===== src/rtl/score_bcd_display_pkg.sv =====
// Shared types and constant tables for the score BCD display block.
package score_bcd_display_pkg;

  localparam int unsigned SCORE_W    = 32;
  localparam int unsigned CNT_W      = 6;
  localparam int unsigned SEG_W      = 7;
  localparam int unsigned MAX_DIGITS = 10;

  typedef enum logic [1:0] {
    ST_IDLE  = 2'd0,
    ST_SHIFT = 2'd1,
    ST_DONE  = 2'd2
  } state_e;

  localparam logic [SEG_W-1:0] SEG_BLANK = 7'h7F;

  // Active-low {g,f,e,d,c,b,a}; codes 10..15 never occur in BCD and show blank
  localparam logic [15:0][SEG_W-1:0] SEG_TABLE = {
    SEG_BLANK, SEG_BLANK, SEG_BLANK, SEG_BLANK, SEG_BLANK, SEG_BLANK,
    7'h10, 7'h00, 7'h78, 7'h02, 7'h12, 7'h19, 7'h30, 7'h24, 7'h79, 7'h40
  };

  // Largest displayable value per digit count; 10 digits cover the full 32-bit range
  localparam logic [MAX_DIGITS:0][SCORE_W-1:0] LIMIT_TABLE = {
    32'hFFFF_FFFF, 32'd999999999, 32'd99999999, 32'd9999999, 32'd999999,
    32'd99999, 32'd9999, 32'd999, 32'd99, 32'd9, 32'd0
  };

  function automatic logic [SCORE_W-1:0] score_limit(input int unsigned digits);
    return LIMIT_TABLE[4'(digits)];
  endfunction

endpackage


===== src/rtl/score_bcd_display_if.sv =====
// Score input and display outputs of the BCD display block.
interface score_bcd_display_if
  import score_bcd_display_pkg::*;
#(
  parameter int unsigned DIGITS = 8
);

  logic [SCORE_W-1:0]      score_in;
  logic [4*DIGITS-1:0]     bcd_out;
  logic                    bcd_valid;
  logic                    busy;
  logic                    overflow;
  logic [SEG_W*DIGITS-1:0] seg_out;

  modport master (
    output score_in,
    input  bcd_out, bcd_valid, busy, overflow, seg_out
  );

  modport slave (
    input  score_in,
    output bcd_out, bcd_valid, busy, overflow, seg_out
  );

endinterface


===== src/rtl/score_bcd_display_seg7_decoder.sv =====
// One BCD digit to active-low seven-segment pattern, with forced blank.
module seg7_decoder
  import score_bcd_display_pkg::*;
(
  input  logic [3:0]       bcd_i,
  input  logic             blank_i,
  output logic [SEG_W-1:0] seg_o_c
);

  // Table lookup, overridden by blanking
  always_comb begin
    seg_o_c = SEG_TABLE[bcd_i];
    if (blank_i) seg_o_c = SEG_BLANK;
  end

endmodule


===== src/rtl/score_bcd_display.sv =====
// Binary score to packed BCD (sequential double-dabble) and HEX display driver.
module score_bcd_display
  import score_bcd_display_pkg::*;
#(
  parameter int unsigned DIGITS        = 8,
  parameter bit          BLANK_LEADING = 1'b1
) (
  input logic            clock,
  input logic            resetn,
  score_bcd_display_if.slave bus
);

  localparam int unsigned BCD_W = 4 * DIGITS;
  localparam int unsigned SR_W  = BCD_W + SCORE_W;
  localparam int unsigned SGO_W = SEG_W * DIGITS;
  localparam logic [SCORE_W-1:0] LIMIT = score_limit(DIGITS);

  // Reset display: digit0 shows "0", upper digits blank or "0"
  function automatic logic [SGO_W-1:0] seg_reset_val();
    logic [SGO_W-1:0] v;
    v = '0;
    for (int k = 0; k < int'(DIGITS); k++) begin
      v[SEG_W*k +: SEG_W] = (k == 0 || !BLANK_LEADING) ? SEG_TABLE[0] : SEG_BLANK;
    end
    return v;
  endfunction

  localparam logic [SGO_W-1:0] SEG_RST = seg_reset_val();

  state_e              state_q;
  logic [SR_W-1:0]     sr_q;
  logic [SR_W-1:0]     sr_d;
  logic [CNT_W-1:0]    cnt_q;
  logic [SCORE_W-1:0]  last_q;
  logic                ovf_pend_q;
  logic [BCD_W-1:0]    bcd_q;
  logic                valid_q;
  logic                busy_q;
  logic                ovf_q;
  logic [SGO_W-1:0]    seg_q;

  logic [SCORE_W-1:0]  score_sat_c;
  logic                ovf_c;
  logic [DIGITS-1:0]   blank_c;
  logic [SGO_W-1:0]    seg_c;

  // Clamp the incoming score to what the displays can show
  always_comb begin
    ovf_c       = (bus.score_in > LIMIT);
    score_sat_c = ovf_c ? LIMIT : bus.score_in;
  end

  // One double-dabble step: add 3 to every BCD nibble >= 5, then shift left
  always_comb begin
    logic [SR_W-1:0] adj;
    adj = sr_q;
    for (int k = 0; k < int'(DIGITS); k++) begin
      if (sr_q[SCORE_W + 4*k +: 4] >= 4'd5) begin
        adj[SCORE_W + 4*k +: 4] = sr_q[SCORE_W + 4*k +: 4] + 4'd3;
      end
    end
    sr_d = adj << 1;
  end

  // Leading-zero blanking: digit k blanks when it and every higher digit are zero
  always_comb begin
    logic zero_above;
    blank_c    = '0;
    zero_above = 1'b1;
    for (int k = int'(DIGITS) - 1; k >= 1; k--) begin
      zero_above = zero_above && (sr_q[SCORE_W + 4*k +: 4] == 4'd0);
      blank_c[k] = BLANK_LEADING && zero_above;
    end
  end

  for (genvar g = 0; g < int'(DIGITS); g++) begin : g_dec
    seg7_decoder u_dec (
      .bcd_i   (sr_q[SCORE_W + 4*g +: 4]),
      .blank_i (blank_c[g]),
      .seg_o_c (seg_c[SEG_W*g +: SEG_W])
    );
  end

  // Conversion sequencer and registered display outputs
  always_ff @(posedge clock or negedge resetn) begin
    if (!resetn) begin
      state_q    <= ST_IDLE;
      sr_q       <= '0;
      cnt_q      <= '0;
      last_q     <= '0;
      ovf_pend_q <= 1'b0;
      bcd_q      <= '0;
      valid_q    <= 1'b0;
      busy_q     <= 1'b0;
      ovf_q      <= 1'b0;
      seg_q      <= SEG_RST;
    end else begin
      valid_q <= 1'b0;
      case (state_q)
        ST_IDLE: begin
          if (bus.score_in != last_q) begin
            last_q     <= bus.score_in;
            sr_q       <= {{BCD_W{1'b0}}, score_sat_c};
            ovf_pend_q <= ovf_c;
            cnt_q      <= CNT_W'(SCORE_W);
            busy_q     <= 1'b1;
            state_q    <= ST_SHIFT;
          end
        end
        ST_SHIFT: begin
          sr_q  <= sr_d;
          cnt_q <= cnt_q - CNT_W'(1);
          if (cnt_q == CNT_W'(1)) state_q <= ST_DONE;
        end
        ST_DONE: begin
          bcd_q   <= sr_q[SR_W-1:SCORE_W];
          ovf_q   <= ovf_pend_q;
          seg_q   <= seg_c;
          valid_q <= 1'b1;
          busy_q  <= 1'b0;
          state_q <= ST_IDLE;
        end
        default: state_q <= ST_IDLE;
      endcase
    end
  end

  assign bus.bcd_out   = bcd_q;
  assign bus.bcd_valid = valid_q;
  assign bus.busy      = busy_q;
  assign bus.overflow  = ovf_q;
  assign bus.seg_out   = seg_q;

endmodule


===== src/flat_wrapper.sv =====
// flat-port wrapper written by rule: the top's interface ports become plain ports
module score_bcd_display_flat import score_bcd_display_pkg::*;
#(
  parameter int unsigned DIGITS        = 8,
  parameter bit          BLANK_LEADING = 1'b1
)
  (clock, resetn, bus_score_in, bus_bcd_out, bus_bcd_valid, bus_busy, bus_overflow, bus_seg_out);
  score_bcd_display_if #(.DIGITS(DIGITS)) bus_i ();
  input logic clock;
  input logic resetn;
  input wire logic [$bits(bus_i.score_in)-1:0] bus_score_in;
  output wire logic [$bits(bus_i.bcd_out)-1:0] bus_bcd_out;
  output wire logic [$bits(bus_i.bcd_valid)-1:0] bus_bcd_valid;
  output wire logic [$bits(bus_i.busy)-1:0] bus_busy;
  output wire logic [$bits(bus_i.overflow)-1:0] bus_overflow;
  output wire logic [$bits(bus_i.seg_out)-1:0] bus_seg_out;
  assign bus_i.score_in = bus_score_in;
  assign bus_bcd_out = bus_i.bcd_out;
  assign bus_bcd_valid = bus_i.bcd_valid;
  assign bus_busy = bus_i.busy;
  assign bus_overflow = bus_i.overflow;
  assign bus_seg_out = bus_i.seg_out;
  score_bcd_display #(.DIGITS(DIGITS), .BLANK_LEADING(BLANK_LEADING)) u_core (.clock(clock), .resetn(resetn), .bus(bus_i));
endmodule

===== config.mk =====
export PLATFORM = sky130hd
export DESIGN_NAME = score_bcd_display_flat
export DESIGN_NICKNAME = d
export VERILOG_FILES = /design/src/rtl/score_bcd_display_pkg.sv /design/src/rtl/score_bcd_display_if.sv /design/src/rtl/score_bcd_display_seg7_decoder.sv /design/src/rtl/score_bcd_display.sv /design/src/flat_wrapper.sv
export SDC_FILE = /design/constraint.sdc
export NUM_CORES = 1
export LEC_CHECK = 0
export ABC_AREA = 1
export CELL_PAD_IN_SITES_DETAIL_PLACEMENT = 0
export CELL_PAD_IN_SITES_GLOBAL_PLACEMENT = 2
export CORE_MARGIN = 2
export CORE_UTILIZATION = 34
export CTS_BUF_LIST = sky130_fd_sc_hd__clkbuf_4 sky130_fd_sc_hd__clkbuf_8
export CTS_CLUSTER_SIZE = 20
export DETAILED_ROUTE_END_ITERATION = 8
export PLACE_DENSITY = 0.9
export SYNTH_ARGS = -nofsm -noshare
export SYNTH_HDL_FRONTEND = slang
export SYNTH_HIERARCHICAL = 1
export SYNTH_SLANG_ARGS = --single-unit

===== constraint.sdc =====
create_clock -name clock -period 2.9 [get_ports clock]
set_input_delay 0.29 -clock clock [delete_from_list [all_inputs] [get_ports clock]]
set_output_delay 0.29 -clock clock [all_outputs]
set_load 0.01 [all_outputs]

; ---- Yosys cells after proc, flatten, opt, wreduce, memory -nomap -nowiden
; Memory sizes are Yosys's and may differ from the RTL's. A register that Yosys moved wholly into a read port is not among the register bits.
; Cells that the tools add are included.
[classes]
n_lt_le_gt_ge = 17
muxes = 34
n_eq_ne = 6
multipliers = 0
add_sub_neg = 9
div = 0
reduce_logical = 21
bitwise_logic = 0
n_shift = 0
[ops]
columns = op, n
row1 = one-hot mux 64 bit (2 select lines), 1
row2 = two-way mux 7 bit, 15
row3 = two-way mux 64 bit, 1
row4 = < comparator 4 x 5 -> 1 bit (second input constant), 8
row5 = >= comparator 4 x 3 -> 1 bit (second input constant), 8
row6 = > comparator 32 x 27 -> 1 bit (second input constant), 1
row7 = two-way mux 32 bit, 1
row8 = inequality test 32 bit, 1
row9 = adder 4 x 2 -> 4 bit (second input constant), 7
row10 = zero test 4 bit, 7
row11 = two-way mux 4 bit, 7
row12 = one-hot mux 6 bit (2 select lines), 1
row13 = AND reduction 2 bit, 4
row14 = equality test 6 x 1 -> 1 bit (second input constant), 1
row15 = logical AND 1 bit, 6
row16 = two-way mux 6 bit, 1
row17 = subtractor 6 x 1 -> 6 bit (second input constant), 1
row18 = two-way mux 2 bit, 2
row19 = inequality test 2 x 1 -> 1 bit (second input constant), 2
row20 = one-hot mux 2 bit (2 select lines), 1
row21 = nonzero test 2 bit, 2
row22 = adder 3 x 2 -> 3 bit (second input constant), 1
row23 = two-way mux 3 bit, 1
row24 = equality test 2 x 1 -> 1 bit (second input constant), 1
row25 = other kinds (5), 6
[word_totals]
input_bits = 34
output_inout_bits = 91
mem_bits_ro = 896
latchBits = 0
memories = 8
register_bits = 196
mem_bits_rw = 0
[memory_table]
columns = memory, depth, width, rd, rd_clocked_by_memory_dff, wr, line
row1 = (name not given), 16, 7, 1, 1, 0, score_bcd_display_seg7_decoder.sv:12  ; seg_o_c = SEG_TABLE[bcd_i];
row2 = (name not given), 16, 7, 1, 0, 0, score_bcd_display_seg7_decoder.sv:12
row3 = (name not given), 16, 7, 1, 0, 0, score_bcd_display_seg7_decoder.sv:12
row4 = (name not given), 16, 7, 1, 0, 0, score_bcd_display_seg7_decoder.sv:12
row5 = (name not given), 16, 7, 1, 0, 0, score_bcd_display_seg7_decoder.sv:12
row6 = (name not given), 16, 7, 1, 0, 0, score_bcd_display_seg7_decoder.sv:12
row7 = 2 more memories, --, --, --, --, --, --

; ---- Depth between registers and ports, before layout
[logic_depth]
ltp_word = 8
ltp_mapped = 14
mapped_depth_nobuf = 14

; ---- Modules after synthesis
; Netlist, hierarchy kept.
[modules_own_cells]
columns = mod, n_inst, cells_per_inst, seq_area_each_um2, area_each_um2
row1 = score_bcd_display, 1, 1164, 4967.3, 9407.8
row2 = seg7_decoder (u_core.g_dec[2].u_dec ...), 6, 37, 0.0, 203.9
row3 = seg7_decoder (u_core.g_dec[0].u_dec ...), 2, 37, 0.0, 209.0

; ---- Least setup slack after synthesis
; Ideal clock, no wire load.
[synth_timing]
kind = register to register
start = register u_core.sr_q[61]
end = register u_core.seg_q[8], in the netlist u_core/bus.seg_out[8]
path_stages_with_launch = 15
required_ns = 2.839
setup_slack_ns = 0.574
n_path_buf = 0
setup_time_ns = 0.061
t_arrival_ns = 2.265
path_cell_list = dfrtp_1 inv_1 ha_1 nand2_1 nor3_1 nand3_1 inv_1 nand3_1 inv_1 nand2_1 nor3_1 nor2_4 nand2_1 nand2_1 nand2_1
[synth_via]
elab_chain_len = 8
[synth_lines]
columns = element, line
row1 = start: declaration, score_bcd_display.sv:31  ; logic [SR_W-1:0] sr_q;
row2 = start signal: assignment, score_bcd_display.sv:103  ; sr_q <= {{BCD_W{1'b0}}, score_sat_c};
row3 = start signal: assignment, score_bcd_display.sv:111  ; sr_q <= sr_d;
row4 = zero test 4 bit, score_bcd_display.sv:71  ; zero_above = zero_above && (sr_q[SCORE_W + 4*k +: 4] == 4'd0);
row5 = logical AND 1 bit, score_bcd_display.sv:71
row6 = via u_core.blank_c[6], score_bcd_display.sv:44  ; logic [DIGITS-1:0] blank_c;
row7 = logical AND 1 bit, score_bcd_display.sv:71
row8 = via u_core.blank_c[5], score_bcd_display.sv:44
row9 = logical AND 1 bit, score_bcd_display.sv:71
row10 = via u_core.blank_c[4], score_bcd_display.sv:44
row11 = logical AND 1 bit (3 in a row), score_bcd_display.sv:71
row12 = via u_core.blank_c[1], score_bcd_display.sv:44
row13 = two-way mux 7 bit, score_bcd_display_seg7_decoder.sv:13  ; if (blank_i) seg_o_c = SEG_BLANK;
row14 = via u_core.seg_c[8], score_bcd_display.sv:45  ; logic [SGO_W-1:0] seg_c;
row15 = end signal: assignment, score_bcd_display.sv:118  ; seg_q <= seg_c;
row16 = end: declaration, score_bcd_display.sv:40  ; logic [SGO_W-1:0] seg_q;
; The timed path passes the listed nets, and every way through them passes these cells.
; A chain may end at the register's enable or synchronous reset.

; ---- Worst setup path after layout
[layout_timing]
start = register u_core.sr_q[61]
end = register u_core.seg_q[13], in the netlist u_core/bus.seg_out[13]
; Same word-level chain as after synthesis.

==> results.py <==
metrics = {
    "timing": {
        "min_period_ns": 2.43,
        "achievable-frequency_ghz": 0.411,
        "final-hold-violation-count": 0,
        "final.period_utilization_pct": 83.9,
        "max_slew_margin_pct": 47.8,
        "drv_slew": 0,
        "finalSetupTns_ns": 0,
        "finalClockSkew_ns": 0.0145,
        "rsz0062_at_grt": "no",
        "report.final.setup_viol": 0,
        "worst_pin_slew_ns": 0.783,
    },
    "setup_path": {
        "critPathCaptureType": "flop",
        "start_kind": "flop",
        "cp.depth": 15,
        "path_cells": "inv_1, ha_1, nand2_1, nor3_1, buf_4, nand3_1, inv_1, nand3_1, inv_1, nand2_1, nor3_2, nor2_4, nand2_1, nand2_1, nand2_1",
        "cp_top_family": "simple AND/OR/NAND/NOR gates",
        "critical_path_peak_fanout": 8,
        "worst_path_largest_cell_delay_ns": 0.48,
        "cp_arrival_ns": 2.88,
        "critical_path_class": "flop to flop",
        "critical_path.n_buffers_inverters": 4,
        "required_ns": 3.34,
        "worst_r2r_path_depth": 15,
        "slowest_stage": "sky130_fd_sc_hd__dfrtp_1",
        "crit_path_frequent_cell": "sky130_fd_sc_hd__nand2_1",
        "r2r_slack_ns": 0.47,
    },
    "power": {
        "vdd_drop_max_uv": 326,
        "sequentialPowerShare_pct": 38.6,
        "fraction_of_power_spent_switching_nets_pct": 42.6,
        "p_leak_nw": 6.75,
        "total_power_mw": 9.47,
        "p_per_area_mw_per_mm2": 715,
        "comb_power_share_pct": 40.7,
        "switchingPower_mw": 4.04,
        "internal_power_mw": 5.44,
        "clock_power_share_pct": 20.7,
    },
    "route": {
        "antenna_left": 0,
        "drt_iter0_drc": 501,
        "vias": 9277,
        "drtPass1Iterations": 5,
        "route.detailed.wl_per_inst_um": 12.8,
        "routed_wirelength_um": 25900,
        "remaining_drc_errors": 0,
        "viasPerCell": 4.58,
    },
    "status": {
        "status": "finished clean",
    },
    "layout": {
        "finalNetCount": 1668,
        "layout.cells.most_common_list": "sky130_fd_sc_hd__nand2_1 (593), sky130_fd_sc_hd__nand3_1 (156), sky130_fd_sc_hd__dfrtp_1 (146)",
        "num_antenna_cells": 0,
        "mostFrequentLayoutCell": "sky130_fd_sc_hd__nand2_1",
        "drive_above_1_share_pct": 10.4,
        "fill_cells": 3368,
        "post_layout_nonfiller_instances": 2025,
        "area_delta_synth_final_pct": 19.9,
    },
    "yosys": {
        "netlist_instances": 1460,
        "synth-seq-area-share_pct": 45.0,
        "postSynthAreaPerCell_um2": 7.57,
        "synthesis.area_mm2": 0.0110,
        "synth.ff_latch_count": 196,
        "synthesis_warnings": 6,
        "unique_masters_post_synth": 34,
    },
    "global_routing": {
        "grt_pass1_wl_um": 43900,
        "grtUsageTotal_pct": 15.9,
        "grt_antenna_before_repair": 0,
        "grt_start_max_net_pins": 115,
        "aggregate_global_routing_overflow": 0,
        "first_global_vias": 8725,
    },
    "floorplanning": {
        "fp-row-count": 66,
        "die-area_mm2": 0.0340,
        "core_region_area_mm2": 0.0323,
        "starting_density_of_the_core_pct": 34.2,
        "io_pins": 125,
        "fp.dieH_um": 184,
        "die_w_um": 184,
    },
    "clock_network": {
        "clockRootBuffer": "sky130_fd_sc_hd__clkbuf_8",
        "cts_tree": "done",
        "worst_skew_pair.late_latency_ns": 0.50,
        "cts_made_buffers": 17,
        "max_buffers_root_to_sink": 2,
        "clk_transition_reported_paths_ns": 0.11,
        "number_of_levels_in_the_clock_h_tree": 4,
        "cts_sink_cnt": 196,
        "postCtsSetupRepairBufs": 0,
    },
    "worst_hold_path": {
        "hold_path.class": "input pin to flop",
        "worstHoldPathCells": 3,
    },
    "place": {
        "port_buffers": 124,
        "place_inst": 1992,
        "post-dp-hpwl_um": 17800,
        "gp_congestion": 0.777,
    },
    "run": {
        "max_cap_violations": 0,
    },
}
worst register-to-register path: stages (launching register included):
cell and delay, ns:
sky130_fd_sc_hd__dfrtp_1 0.48, sky130_fd_sc_hd__inv_1 0.13, sky130_fd_sc_hd__ha_1 0.17, sky130_fd_sc_hd__nand2_1 0.09, sky130_fd_sc_hd__nor3_1 0.18, sky130_fd_sc_hd__buf_4 0.17
sky130_fd_sc_hd__nand3_1 0.07, sky130_fd_sc_hd__inv_1 0.15, sky130_fd_sc_hd__nand3_1 0.09, sky130_fd_sc_hd__inv_1 0.15, sky130_fd_sc_hd__nand2_1 0.15, sky130_fd_sc_hd__nor3_2 0.26
sky130_fd_sc_hd__nor2_4 0.10, sky130_fd_sc_hd__nand2_1 0.08, sky130_fd_sc_hd__nand2_1 0.05, sky130_fd_sc_hd__nand2_1 0.09
power by group through the flow:
stage / Sequential (mW) / Combinational, mW / Clock, mW
after floorplan: 3.56 / 3.05 / 0
after global placement: 3.69 / 3.83 / 0
after detailed placement: 3.71 / 3.88 / 0
after CTS: 3.66 / 3.90 / 2.07
after global routing: 3.73 / 4.59 / 2.16
final: 3.66 / 3.85 / 1.97
stage by stage:
step           cell area (um2)  setup WS (ns)  utilization, %  hold WS (ns)
6_report                 13200          0.466            41.0         0.417
5_1_grt                  13200          0.151            41.0         0.406
4_1_cts                  13200          0.259            41.0         0.359
3_5_place_dp             12800          0.290            39.6         0.426
3_3_place_gp             12800          0.385            39.6         0.419
2_1_floorplan            11100          0.574               -      -0.00559
registers in the layout, summed over array words and instances (netlist names):
| register | flops |
|---|---|
| u_core/bus.overflow | 1 |
| u_core/last_q | 32 |
| u_core/sr_q | 64 |
| u_core/bus.bcd_valid | 1 |
| u_core/state_q | 2 |
| u_core/bus.busy | 1 |
| u_core/cnt_q | 6 |
| u_core/bus.bcd_out | 32 |
| u_core/ovf_pend_q | 1 |
| u_core/bus.seg_out | 56 |
path summary, 6_finish.rpt:
| kind | start | to |
|---|---|---|
| min in group asynchronous | resetn | u_core/bus.bcd_out[26] |
| worst min register to register | u_core/bus.seg_out[31] | u_core/bus.seg_out[31] |
| max in group asynchronous | resetn | u_core/bus.seg_out[35] |
| worst max-delay path | u_core/sr_q[61] | u_core/bus.seg_out[13] |
| worst min-delay path | bus_score_in[28] | u_core/last_q[28] |
| worst max register to register | u_core/sr_q[61] | u_core/bus.seg_out[13] |
cell usage after synthesis (all sizes together):
| cell | n | area share, % |
|---|---|---|
| nand2 | 602 | 21 |
| buf | 19 | 1.3 |
| or2 | 4 | 0.23 |
| xor2 | 2 | 0.16 |
| clkbuf | 34 | 1.2 |
| ha | 64 | 7.2 |
| dfrtp | 146 | 33 |
| a21oi | 27 | 1.2 |
| o2111ai | 2 | 0.16 |
| xnor2 | 26 | 2.1 |
| o21a | 1 | 0.068 |
| a22oi | 1 | 0.068 |
| o311ai | 1 | 0.079 |
| inv | 145 | 4.9 |
| nand3b | 1 | 0.068 |
| nand3 | 156 | 7.1 |
| a31o | 1 | 0.079 |
| nor2 | 65 | 3.1 |
| and3 | 1 | 0.057 |
| dfstp | 50 | 12 |
| conb | 1 | 0.034 |
| o21ai | 97 | 4.4 |
| nand4 | 4 | 0.23 |
| o211ai | 7 | 0.48 |
| nor3 | 3 | 0.14 |
repair_timing:
item / CTS / global route
hold buffers: 1 / 0
resized for setup: 0 / 1
hold endpoints to repair: 52 / 0
setup endpoints to repair: 0 / 1
layout make-up:
type	instances	area, um2	area share [%]
clock buffers	17	234	1.77
well taps	442	553	4.18
multi-input cells	1067	5290	39.9
flip-flops and latches	196	4970	37.5
repair buffers	143	1470	11.1
inverters	145	546	4.12
clock inverters	15	193	1.46
routing by layer:
layer	vias up	global-route usage, %	routed length [um]
met5	-	0	0
met2	137	25.5	11700
met1	4317	22.1	13100
li1	4800	-	-
met4	0	4.83	352
met3	23	2.61	740
logic make-up after synthesis:
group           Yosys count  synth area share (%)
other cells               1                0.0339
buf+inv                 198                  7.43
compound gates          137                  6.55
xor+xnor                 28                  2.22
simple gates            836                  31.6
flops                   196                  45.0
fa+ha+maj                64                  7.25
(Power assumes the default switching activity.)
